### src/rtl/mem_responder_if.sv
// CPU-side request/response bundle between the multicycle control unit (master)
// and mem_responder (slave).
interface mem_responder_if #(
    parameter int DATA_W = 32
);
    logic              MemRead;
    logic              MemWrite;
    logic [31:0]       Address;
    logic [DATA_W-1:0] WriteData;
    logic [DATA_W-1:0] ReadData;
    logic              MemReady;
    logic              MemBusy;
    logic              MemError;

    modport master (
        output MemRead, MemWrite, Address, WriteData,
        input  ReadData, MemReady, MemBusy, MemError
    );

    modport slave (
        input  MemRead, MemWrite, Address, WriteData,
        output ReadData, MemReady, MemBusy, MemError
    );
endinterface

### src/rtl/mem_responder.sv
// Memory-side responder: sequences a fixed-latency synchronous RAM for the control unit.
// Optional build macro MEM_ALIGN_CHECK_EN rejects misaligned or out-of-range addresses.
module mem_responder #(
    parameter int ADDR_W      = 8,
    parameter int DATA_W      = 32,
    parameter int RAM_LATENCY = 1
) (
    input  logic              Clk,
    input  logic              Reset_PC,
    mem_responder_if.slave    bus,
    output logic [ADDR_W-1:0] ram_addr,
    output logic [DATA_W-1:0] ram_wdata,
    output logic              ram_en,
    output logic              ram_we,
    input  logic [DATA_W-1:0] ram_rdata
);
    localparam int CNT_W = $clog2(RAM_LATENCY + 1);

    typedef enum logic [1:0] {S_IDLE, S_ISSUE, S_WAIT, S_DONE} state_t;

    state_t            state;
    logic [CNT_W-1:0]  lat_cnt;
    logic              op_write;
    logic [DATA_W-1:0] read_data;
    logic              mem_ready;
    logic              mem_busy;
    logic              mem_error;
    logic              req_valid;
    logic              req_err;
    logic              addr_bad;

    assign req_valid = bus.MemRead | bus.MemWrite;

`ifdef MEM_ALIGN_CHECK_EN
    assign addr_bad = (bus.Address[1:0] != 2'b00) || (bus.Address[31:ADDR_W+2] != '0);
`else
    // Byte offset and upper bits are dropped so the word index wraps.
    logic unused_addr_bits;
    assign unused_addr_bits = ^{bus.Address[31:ADDR_W+2], bus.Address[1:0]};
    assign addr_bad         = 1'b0;
`endif

    assign req_err = (bus.MemRead & bus.MemWrite) | addr_bad;

    // NOTE: all state here uses non-blocking assignments so each branch sees pre-edge values.
    always_ff @(posedge Clk) begin
        if (!Reset_PC) begin
            state     <= S_IDLE;
            lat_cnt   <= '0;
            op_write  <= 1'b0;
            read_data <= '0;
            mem_ready <= 1'b0;
            mem_busy  <= 1'b0;
            mem_error <= 1'b0;
            ram_addr  <= '0;
            ram_wdata <= '0;
            ram_en    <= 1'b0;
            ram_we    <= 1'b0;
        end else begin
            // RAM strobes and the completion strobe are single-cycle pulses.
            ram_en    <= 1'b0;
            ram_we    <= 1'b0;
            mem_ready <= 1'b0;

            case (state)
                S_IDLE: begin
                    if (req_valid) begin
                        ram_addr  <= bus.Address[ADDR_W+1:2];
                        ram_wdata <= bus.WriteData;
                        op_write  <= bus.MemWrite;
                        mem_busy  <= 1'b1;
                        if (req_err) begin
                            mem_ready <= 1'b1;
                            mem_error <= 1'b1;
                            state     <= S_DONE;
                        end else begin
                            ram_en <= 1'b1;
                            ram_we <= bus.MemWrite;
                            state  <= S_ISSUE;
                        end
                    end
                end

                S_ISSUE: begin
                    if (op_write) begin
                        mem_ready <= 1'b1;
                        mem_error <= 1'b0;
                        state     <= S_DONE;
                    end else begin
                        lat_cnt <= CNT_W'(RAM_LATENCY);
                        state   <= S_WAIT;
                    end
                end

                S_WAIT: begin
                    // Last count is the cycle ram_rdata is valid for this access.
                    lat_cnt <= lat_cnt - CNT_W'(1);
                    if (lat_cnt == CNT_W'(1)) begin
                        read_data <= ram_rdata;
                        mem_ready <= 1'b1;
                        mem_error <= 1'b0;
                        state     <= S_DONE;
                    end
                end

                S_DONE: begin
                    mem_busy  <= 1'b0;
                    mem_error <= 1'b0;
                    state     <= S_IDLE;
                end

                default: state <= S_IDLE;
            endcase
        end
    end

    assign bus.ReadData = read_data;
    assign bus.MemReady = mem_ready;
    assign bus.MemBusy  = mem_busy;
    assign bus.MemError = mem_error;
endmodule

### src/flat_wrapper.sv
// flat-port wrapper written by rule: the top's interface ports become plain ports
module mem_responder_flat 
#(
    parameter int ADDR_W      = 8,
    parameter int DATA_W      = 32,
    parameter int RAM_LATENCY = 1
)
  (Clk, Reset_PC, ram_addr, ram_wdata, ram_en, ram_we, ram_rdata, bus_MemRead, bus_MemWrite, bus_Address, bus_WriteData, bus_ReadData, bus_MemReady, bus_MemBusy, bus_MemError);
  mem_responder_if #(.DATA_W(DATA_W)) bus_i ();
  input  logic Clk;
  input  logic Reset_PC;
  output logic [ADDR_W-1:0] ram_addr;
  output logic [DATA_W-1:0] ram_wdata;
  output logic ram_en;
  output logic ram_we;
  input  logic [DATA_W-1:0] ram_rdata;
  input wire logic [$bits(bus_i.MemRead)-1:0] bus_MemRead;
  input wire logic [$bits(bus_i.MemWrite)-1:0] bus_MemWrite;
  input wire logic [$bits(bus_i.Address)-1:0] bus_Address;
  input wire logic [$bits(bus_i.WriteData)-1:0] bus_WriteData;
  output wire logic [$bits(bus_i.ReadData)-1:0] bus_ReadData;
  output wire logic [$bits(bus_i.MemReady)-1:0] bus_MemReady;
  output wire logic [$bits(bus_i.MemBusy)-1:0] bus_MemBusy;
  output wire logic [$bits(bus_i.MemError)-1:0] bus_MemError;
  assign bus_i.MemRead = bus_MemRead;
  assign bus_i.MemWrite = bus_MemWrite;
  assign bus_i.Address = bus_Address;
  assign bus_i.WriteData = bus_WriteData;
  assign bus_ReadData = bus_i.ReadData;
  assign bus_MemReady = bus_i.MemReady;
  assign bus_MemBusy = bus_i.MemBusy;
  assign bus_MemError = bus_i.MemError;
  mem_responder #(.ADDR_W(ADDR_W), .DATA_W(DATA_W), .RAM_LATENCY(RAM_LATENCY)) u_core (.Clk(Clk), .Reset_PC(Reset_PC), .bus(bus_i), .ram_addr(ram_addr), .ram_wdata(ram_wdata), .ram_en(ram_en), .ram_we(ram_we), .ram_rdata(ram_rdata));
endmodule
### config.mk
export PLATFORM = sky130hd
export DESIGN_NAME = mem_responder_flat
export DESIGN_NICKNAME = d
export VERILOG_FILES = /design/src/rtl/mem_responder_if.sv /design/src/rtl/mem_responder.sv /design/src/flat_wrapper.sv
export SDC_FILE = /design/constraint.sdc
export NUM_CORES = 1
export LEC_CHECK = 0
export ABC_CLOCK_PERIOD_IN_PS = 2600
export BUFFER_PORTS_ARGS = -buffer_cell sky130_fd_sc_hd__buf_2
export CORE_MARGIN = 4
export CORE_UTILIZATION = 46
export DETAILED_ROUTE_END_ITERATION = 8
export GPL_ROUTABILITY_DRIVEN = 1
export MAX_ROUTING_LAYER = met4
export PLACE_DENSITY = 0.85
export SYNTH_ARGS = -nofsm -noshare
export SYNTH_HDL_FRONTEND = slang
export SYNTH_SLANG_ARGS = --single-unit
### constraint.sdc
create_clock -name Clk -period 2.6 [get_ports Clk]
set_input_delay 0.39 -clock Clk [delete_from_list [all_inputs] [get_ports Clk]]
set_output_delay 0.39 -clock Clk [all_outputs]
set_load 0.1 [all_outputs]
==> reports/results.txt, run 1 <==
internal reg-to-reg setup slack: 670 ps
Setup violations, final: 0
post-synth top area cell: dfxtp_1
Slew HR: 28.6%
hpwl dp: 5410 um
Cell Pwr Density: 1300 mW/mm^2
crit-path max cell delay: 850 ps
crit path DAT: 2190 ps
Worst R2R End: u_core.bus.ReadData[7]$_SDFFE_PN0P_
total wire length: 7330 um
GRT Total Usage: 19.7%
Post-Syn Nets: 468
post-placement cell area: 0.00371 sq mm
CP max stage cell: and2_1
Tcrit/Tclk final: 74.3%
final instance area: 0.00391 sq mm
number of DRC markers in iteration 0: 74
hold slack: 276 ps
post-DR wirelength/cell: 12.5 um
# IOs: 177
number of synthesized flops with an enable pin: 0
cell area after synthesis: 0.00293 sq mm
Syn Inst Count: 363
worst-skew pair later-pin latency: 340 ps
CTS tree: built
asr flop ratio synth: 0%
# diodes: 0
WS Path Type: reg -> reg
CP max FO: 33
Post-CTS Setup Bufs: 0
initial antenna violation count: 0
Nets: 610
CTS Hold Bufs: 0
Die X: 87.7 um
status: finished clean
RSZ-0062 raised after global routing: false
Starting Density: 48.3%
sequential-to-total area share from yosys stat: 55.4%
hold_sp: bus_WriteData[4]
GP Congestion: 0.771
setup_tns: 0 ps
Slew @ Worst Pin: 1070 ps
#FFs+latches synth: 81
Placed Instances: 569
top cell type's share of synthesized area: 55.4%
Port Buf Inserts: 152
Synth area leaders: dfxtp_1, nand2_1, a21oi_1
Slew Viols, Final: 0
pre-CTS setup slack: 701 ps
Clock Tree Buf Depth: 2
Pleak: 1.84 nW
CP Capture Type: register
Die Area: 0.00770 sq mm
most used flip-flop cell after synthesis: dfxtp_1
via count: 2878
crit path launch type: register
drc violations: 0
Filler cells: 530
Pre-antenna DRT Iters: 4
area grow syn2layout: 33.5%
Util after Layout: 64.4%
Fmax: 518 MHz
# rows: 28
Critical Path RT: 2860 ps
Reg clk slew, reported paths: 80 ps
top-count cell post-synth: nand2_1
max cap viols: 0
worst hold stages: 3
Hold Path Sink: u_core.ram_wdata[4]$_SDFFE_PN0P_
grt ovf: 0
Final Non-Filler Cells: 585
root buf cell: clkbuf_8
core area: 0.00606 sq mm
antenna-violating nets left: 0
Fin Clk Skew: 8.02 ps
Hold Path Class: in -> reg
die height: 87.7 um
Sink Count: 81
first-pass GRT wire length: 11700 um
CP cell instances: inv_1 > ha_1 > and2_1 > nand2_1 > a21oi_1
area of the multi-input gates: 0.00118 sq mm
Worst Slack Setup Final: 668 ps
Synth warnings: 0
largest net degree at the start of global routing: 44
Reg area: 0.00162 sq mm
Netlist cell types: 27
minimum clock period: 1930 ps
Tot Pwr: 5.06 mW
layout cells sized above 1: 34.9%
clock buffer count from CTS: 9
number of global-route vias before repair: 2756
final hold vios: 0
Max VDD drop: 0.872 mV
vias per inst: 4.92
synthesized area per cell: 8.06 sq um
post-CTS resize count: 0
reg2reg path depth: 5
Reg-to-Reg Start: u_core.state[0]$_SDFFE_PN0P_
synth cell count leaders: nand2_1, dfxtp_1, a21oi_1
H-tree depth: 3
==> registers in the layout (all words and copies together) (netlist names) <==
name                 flops
u_core.op_write          1
u_core.ram_wdata        32
u_core.ram_we            1
u_core.bus.ReadData     32
u_core.lat_cnt           1
u_core.bus.MemReady      1
u_core.ram_addr          8
u_core.bus.MemError      1
u_core.bus.MemBusy       1
u_core.state             2
u_core.ram_en            1
==> layer usage <==
| metal | share of wire, % | vias to the layer above | track usage (%) |
|---|---|---|---|
| met2 | 47 | 123 | 33.0 |
| li1 | - | 1460 | - |
| met5 | 0 | - | - |
| met3 | 11 | 12 | 5.46 |
| met4 | 1.6 | 0 | 8.37 |
| met1 | 41 | 1283 | 21.8 |
==> final cells by class <==
type,count,share of cell area [%]
Clock inverter,6,1.47
Inverter,4,0.384
Multi-Input combinational cell,253,30.1
Timing Repair Buffer,156,20.6
Sequential cell,81,41.5
Tap cell,75,2.40
Clock buffer,10,3.52
==> critical path, delay by kind of cell (launching register included) <==
kind                     cells  cell delay [ps]
AND/OR/NAND/NOR              2              990
AO/OA/AOI/OAI                1              180
buffers and inverters        1              120
flip-flops                   1              370
adder cells (fa/ha/maj)      1              190
==> where the power goes <==
part	leakage, nW	internal [mW]	switching (mW)	total, mW
clock	0.102	0.463	0.430	0.893
sequential	0.662	1.47	0.122	1.59
combinational	1.07	0.477	2.10	2.58
==> layout by cell type (no fill, tap or decap), drive strengths merged <==
| cell | synthesis | layout |
|---|---|---|
| buf | 11 | 156 |
| nand2 | 148 | 148 |
| dfxtp | 81 | 81 |
| a21oi | 76 | 76 |
| clkbuf | 14 | 10 |
| ha | 5 | 5 |
| clkinv | 0 | 4 |
| inv | 4 | 4 |
| nand2b | 3 | 3 |
| a311oi | 3 | 3 |
| o21a | 2 | 2 |
| nor2 | 2 | 2 |
| nand3 | 2 | 2 |
| and2 | 2 | 2 |
| o21ai | 1 | 1 |
| or3b | 1 | 1 |
| a41oi | 1 | 1 |
| o221a | 1 | 1 |
| a21bo | 1 | 1 |
| nand4 | 1 | 1 |
| a31o | 1 | 1 |
| a211oi | 1 | 1 |
| a21boi | 1 | 1 |
| nor3 | 1 | 1 |
| clkinvlp | 0 | 1 |
| bufinv | 0 | 1 |
==> how the worst max path moves through the flow <==
stage	from	to	slack, ps
global route	u_core.state[0]$_SDFFE_PN0P_	u_core.bus.ReadData[23]$_SDFFE_PN0P_	450
detailed placement	u_core.state[0]$_SDFFE_PN0P_	u_core.bus.ReadData[23]$_SDFFE_PN0P_	700
floorplan	u_core.state[0]$_SDFFE_PN0P_	u_core.state[0]$_SDFFE_PN0P_	1040
global placement	u_core.state[0]$_SDFFE_PN0P_	u_core.lat_cnt$_SDFFE_PN0P_	760
finish	u_core.state[0]$_SDFFE_PN0P_	u_core.bus.ReadData[7]$_SDFFE_PN0P_	670
CTS	u_core.state[0]$_SDFFE_PN0P_	u_core.lat_cnt$_SDFFE_PN0P_	680
==> cells by family after synthesis <==
| logic type | share of synthesized area [%] |
|---|---|
| adders and majority gates | 2.14 |
| buffers and inverters | 4.36 |
| and+or+nand+nor | 21.5 |
| AOI/OAI and AO/OA | 16.6 |
| DFF | 55.4 |
No activity file was read; power rests on OpenSTA's default activity.
==> run 2, diff against run 1 <==
--- a/config.mk
+++ b/config.mk
@@ -5,14 +5,14 @@
 export SDC_FILE = /design/constraint.sdc
 export NUM_CORES = 1
 export LEC_CHECK = 0
-export ABC_CLOCK_PERIOD_IN_PS = 2600
+export ABC_CLOCK_PERIOD_IN_PS = 1620
 export BUFFER_PORTS_ARGS = -buffer_cell sky130_fd_sc_hd__buf_2
 export CORE_MARGIN = 4
-export CORE_UTILIZATION = 46
+export CORE_UTILIZATION = 39
 export DETAILED_ROUTE_END_ITERATION = 8
 export GPL_ROUTABILITY_DRIVEN = 1
 export MAX_ROUTING_LAYER = met4
-export PLACE_DENSITY = 0.85
+export PLACE_DENSITY = 0.76
 export SYNTH_ARGS = -nofsm -noshare
 export SYNTH_HDL_FRONTEND = slang
 export SYNTH_SLANG_ARGS = --single-unit
==> constraint.sdc (replaced) <==
create_clock -name Clk -period 1.62 [get_ports Clk]
set_input_delay 0.243 -clock Clk [delete_from_list [all_inputs] [get_ports Clk]]
set_output_delay 0.243 -clock Clk [all_outputs]
set_load 0.1 [all_outputs]
==> run 2 against run 1 <==
Final area grew 3.8%. Clock-buffer cell count is the same. Setup slack lost 570 ps. Non-clock buffer count grew 6. Wire length grew 2.9%. Clock power grew 80%. Largest power group unchanged. Register-to-register slack lost 570 ps. Cell count grew 5.0%. Combinational power grew 68%. Global-route usage shrank 2.3 points.
==> reports/results.txt, run 2 (same netlist as run 1, synthesis figures left out) <==
# rows: 31 (+11%)
Nets: 616 (+0.98%)
post-DR wirelength/cell: 12.3 um (-1.9%)
final hold vios: 0 (unchanged)
layout cells sized above 1: 35.5% (+0.63 points)
Sink Count: 81 (unchanged)
vias per inst: 4.72 (-4.0%)
CP top delay family: simple AND/OR/NAND/NOR gates
Max VDD drop: 1.29 mV (+47%)
most frequent cells in the layout: buf_2, nand2_1, dfxtp_1
Slew HR: 66.8% (+38 points)
Setup violations, final: 0 (unchanged)
H-tree depth: 3 (unchanged)
Pleak: 1.89 nW (+2.9%)
hold slack: 119 ps (-156 ps)
GRT Total Usage: 17.4% (-2.3 points)
internal reg-to-reg setup slack: 100 ps (-570 ps)
Fmax: 657 MHz (+27%)
Hold Path Class: in -> reg
die height: 94.6 um (+7.8%)
Tot Pwr: 8.48 mW (+68%)
max cap viols: 0 (unchanged)
status: finished clean
GP Congestion: 0.825 (+7.0%)
Post-CTS Setup Bufs: 0 (unchanged)
Worst R2R End: u_core.state[0]$_SDFFE_PN0P_
Critical Path RT: 1860 ps (-1000 ps)
Util after Layout: 55.9% (-8.6 points)
most common cell after layout, fill and taps aside: buf_2
CTS tree: built
grt ovf: 0 (unchanged)
CP bufs+invs: 1 (unchanged)
Pre-antenna DRT Iters: 4 (unchanged)
CP Capture Type: register
CP max FO: 4 (-88%)
CTS Hold Bufs: 0 (unchanged)
clock buffer count from CTS: 9 (unchanged)
Stages on worst setup path: 5 (unchanged)
number of global-route vias before repair: 2679 (-2.8%)
Cell Pwr Density: 2090 mW/mm^2 (+61%)
crit path DAT: 1760 ps (-430 ps)
antenna-violating nets left: 0 (unchanged)
crit path launch type: register
Worst Slack Setup Final: 97.2 ps (-571 ps)
Tcrit/Tclk final: 94.0% (+20 points)
initial antenna violation count: 0 (unchanged)
via count: 2899 (+0.73%)
drc violations: 0 (unchanged)
post-CTS resize count: 0 (unchanged)
area grow syn2layout: 38.5%
first-pass GRT wire length: 11900 um (+1.4%)
crit-path max cell delay: 410 ps (-440 ps)
Reg-to-Reg Start: u_core.state[0]$_SDFFE_PN0P_
Slew Viols, Final: 0 (unchanged)
# diodes: 0 (unchanged)
Reg clk slew, reported paths: 80 ps (about the same)
Port Buf Inserts: 152 (unchanged)
number of DRC markers in iteration 0: 65 (-12%)
Clock Tree Buf Depth: 2 (unchanged)
CP max stage cell: or3b_4
largest net degree at the start of global routing: 41 (-6.8%)
pre-CTS setup slack: 108 ps (-592 ps)
reg2reg path depth: 5 (unchanged)
Starting Density: 40.3% (-7.9 points)
Die X: 94.6 um (+7.8%)
core area: 0.00725 sq mm (+20%)
root buf cell: clkbuf_8
hpwl dp: 5530 um (+2.2%)
setup_tns: 0 ps (unchanged)
worst-skew pair later-pin latency: 350 ps (about the same)
Slew @ Worst Pin: 502 ps (-569 ps)
Die Area: 0.00895 sq mm (+16%)
Fin Clk Skew: 7.43 ps (-0.596 ps)
CP endpoint: u_core.state[0]$_SDFFE_PN0P_
RSZ-0062 raised after global routing: false
CP cell instances: inv_1 > ha_1 > or3b_4 > and2_4 > o221a_1
WS Path Type: reg -> reg
minimum clock period: 1520 ps (-409 ps)
crit path from: u_core.state[0]$_SDFFE_PN0P_
# IOs: 177 (unchanged)
total wire length: 7540 um (+2.9%)
run 2: metal layers:
layer	global-route usage (%)	up-vias	wire length [um]
met5	-	-	0
met4	7.33	0	121
met3	7.17	12	887
met2	27.8	122	3380
met1	19.1	1293	3160
li1	-	1472	-
run 2: final cells by class:
| class | count | area, sq um |
|---|---|---|
| multi-input cells | 253 | 1180 |
| repair buffers | 162 | 898 |
| clock buffers | 10 | 138 |
| well taps | 99 | 124 |
| inverters | 4 | 15.0 |
| clock inverters | 5 | 80.1 |
| flip-flops and latches | 81 | 1620 |
| fillers | 696 | 3200 |
run 2: worst min-delay path by stage:
stage / startpoint / endpoint / slack [ps] / depth (start not counted)
final: bus_WriteData[6] / u_core.ram_wdata[6]$_SDFFE_PN0P_ / 120 / 3
after global routing: bus_WriteData[29] / u_core.ram_wdata[29]$_SDFFE_PN0P_ / 110 / 3
after CTS: bus_WriteData[6] / u_core.ram_wdata[6]$_SDFFE_PN0P_ / 110 / 3
after detailed placement: u_core.ram_wdata[23]$_SDFFE_PN0P_ / u_core.ram_wdata[23]$_SDFFE_PN0P_ / 440 / 2
after global placement: u_core.bus.ReadData[15]$_SDFFE_PN0P_ / u_core.bus.ReadData[15]$_SDFFE_PN0P_ / 440 / 2
after floorplan: Reset_PC / u_core.bus.MemBusy$_SDFFE_PN0P_ / 360 / 1
run 2: worst min-delay path: stages:
cell and delay [ps]:
buf_2 90, nand2_1 40, a21oi_1 50
run 2: report_power, final:
part	total, mW	switching [mW]	internal (mW)
Sequential	2.53	0.169	2.36
Clock	1.61	0.708	0.898
Combinational	4.34	3.42	0.924
run 2: stage by stage:
stage | area, sq um | cells
after global placement | 3830 | 599
after floorplan | 2930 | 363
final | 4050 | 614
after global routing | 4050 | 614
after CTS | 4050 | 614
after detailed placement | 3830 | 599
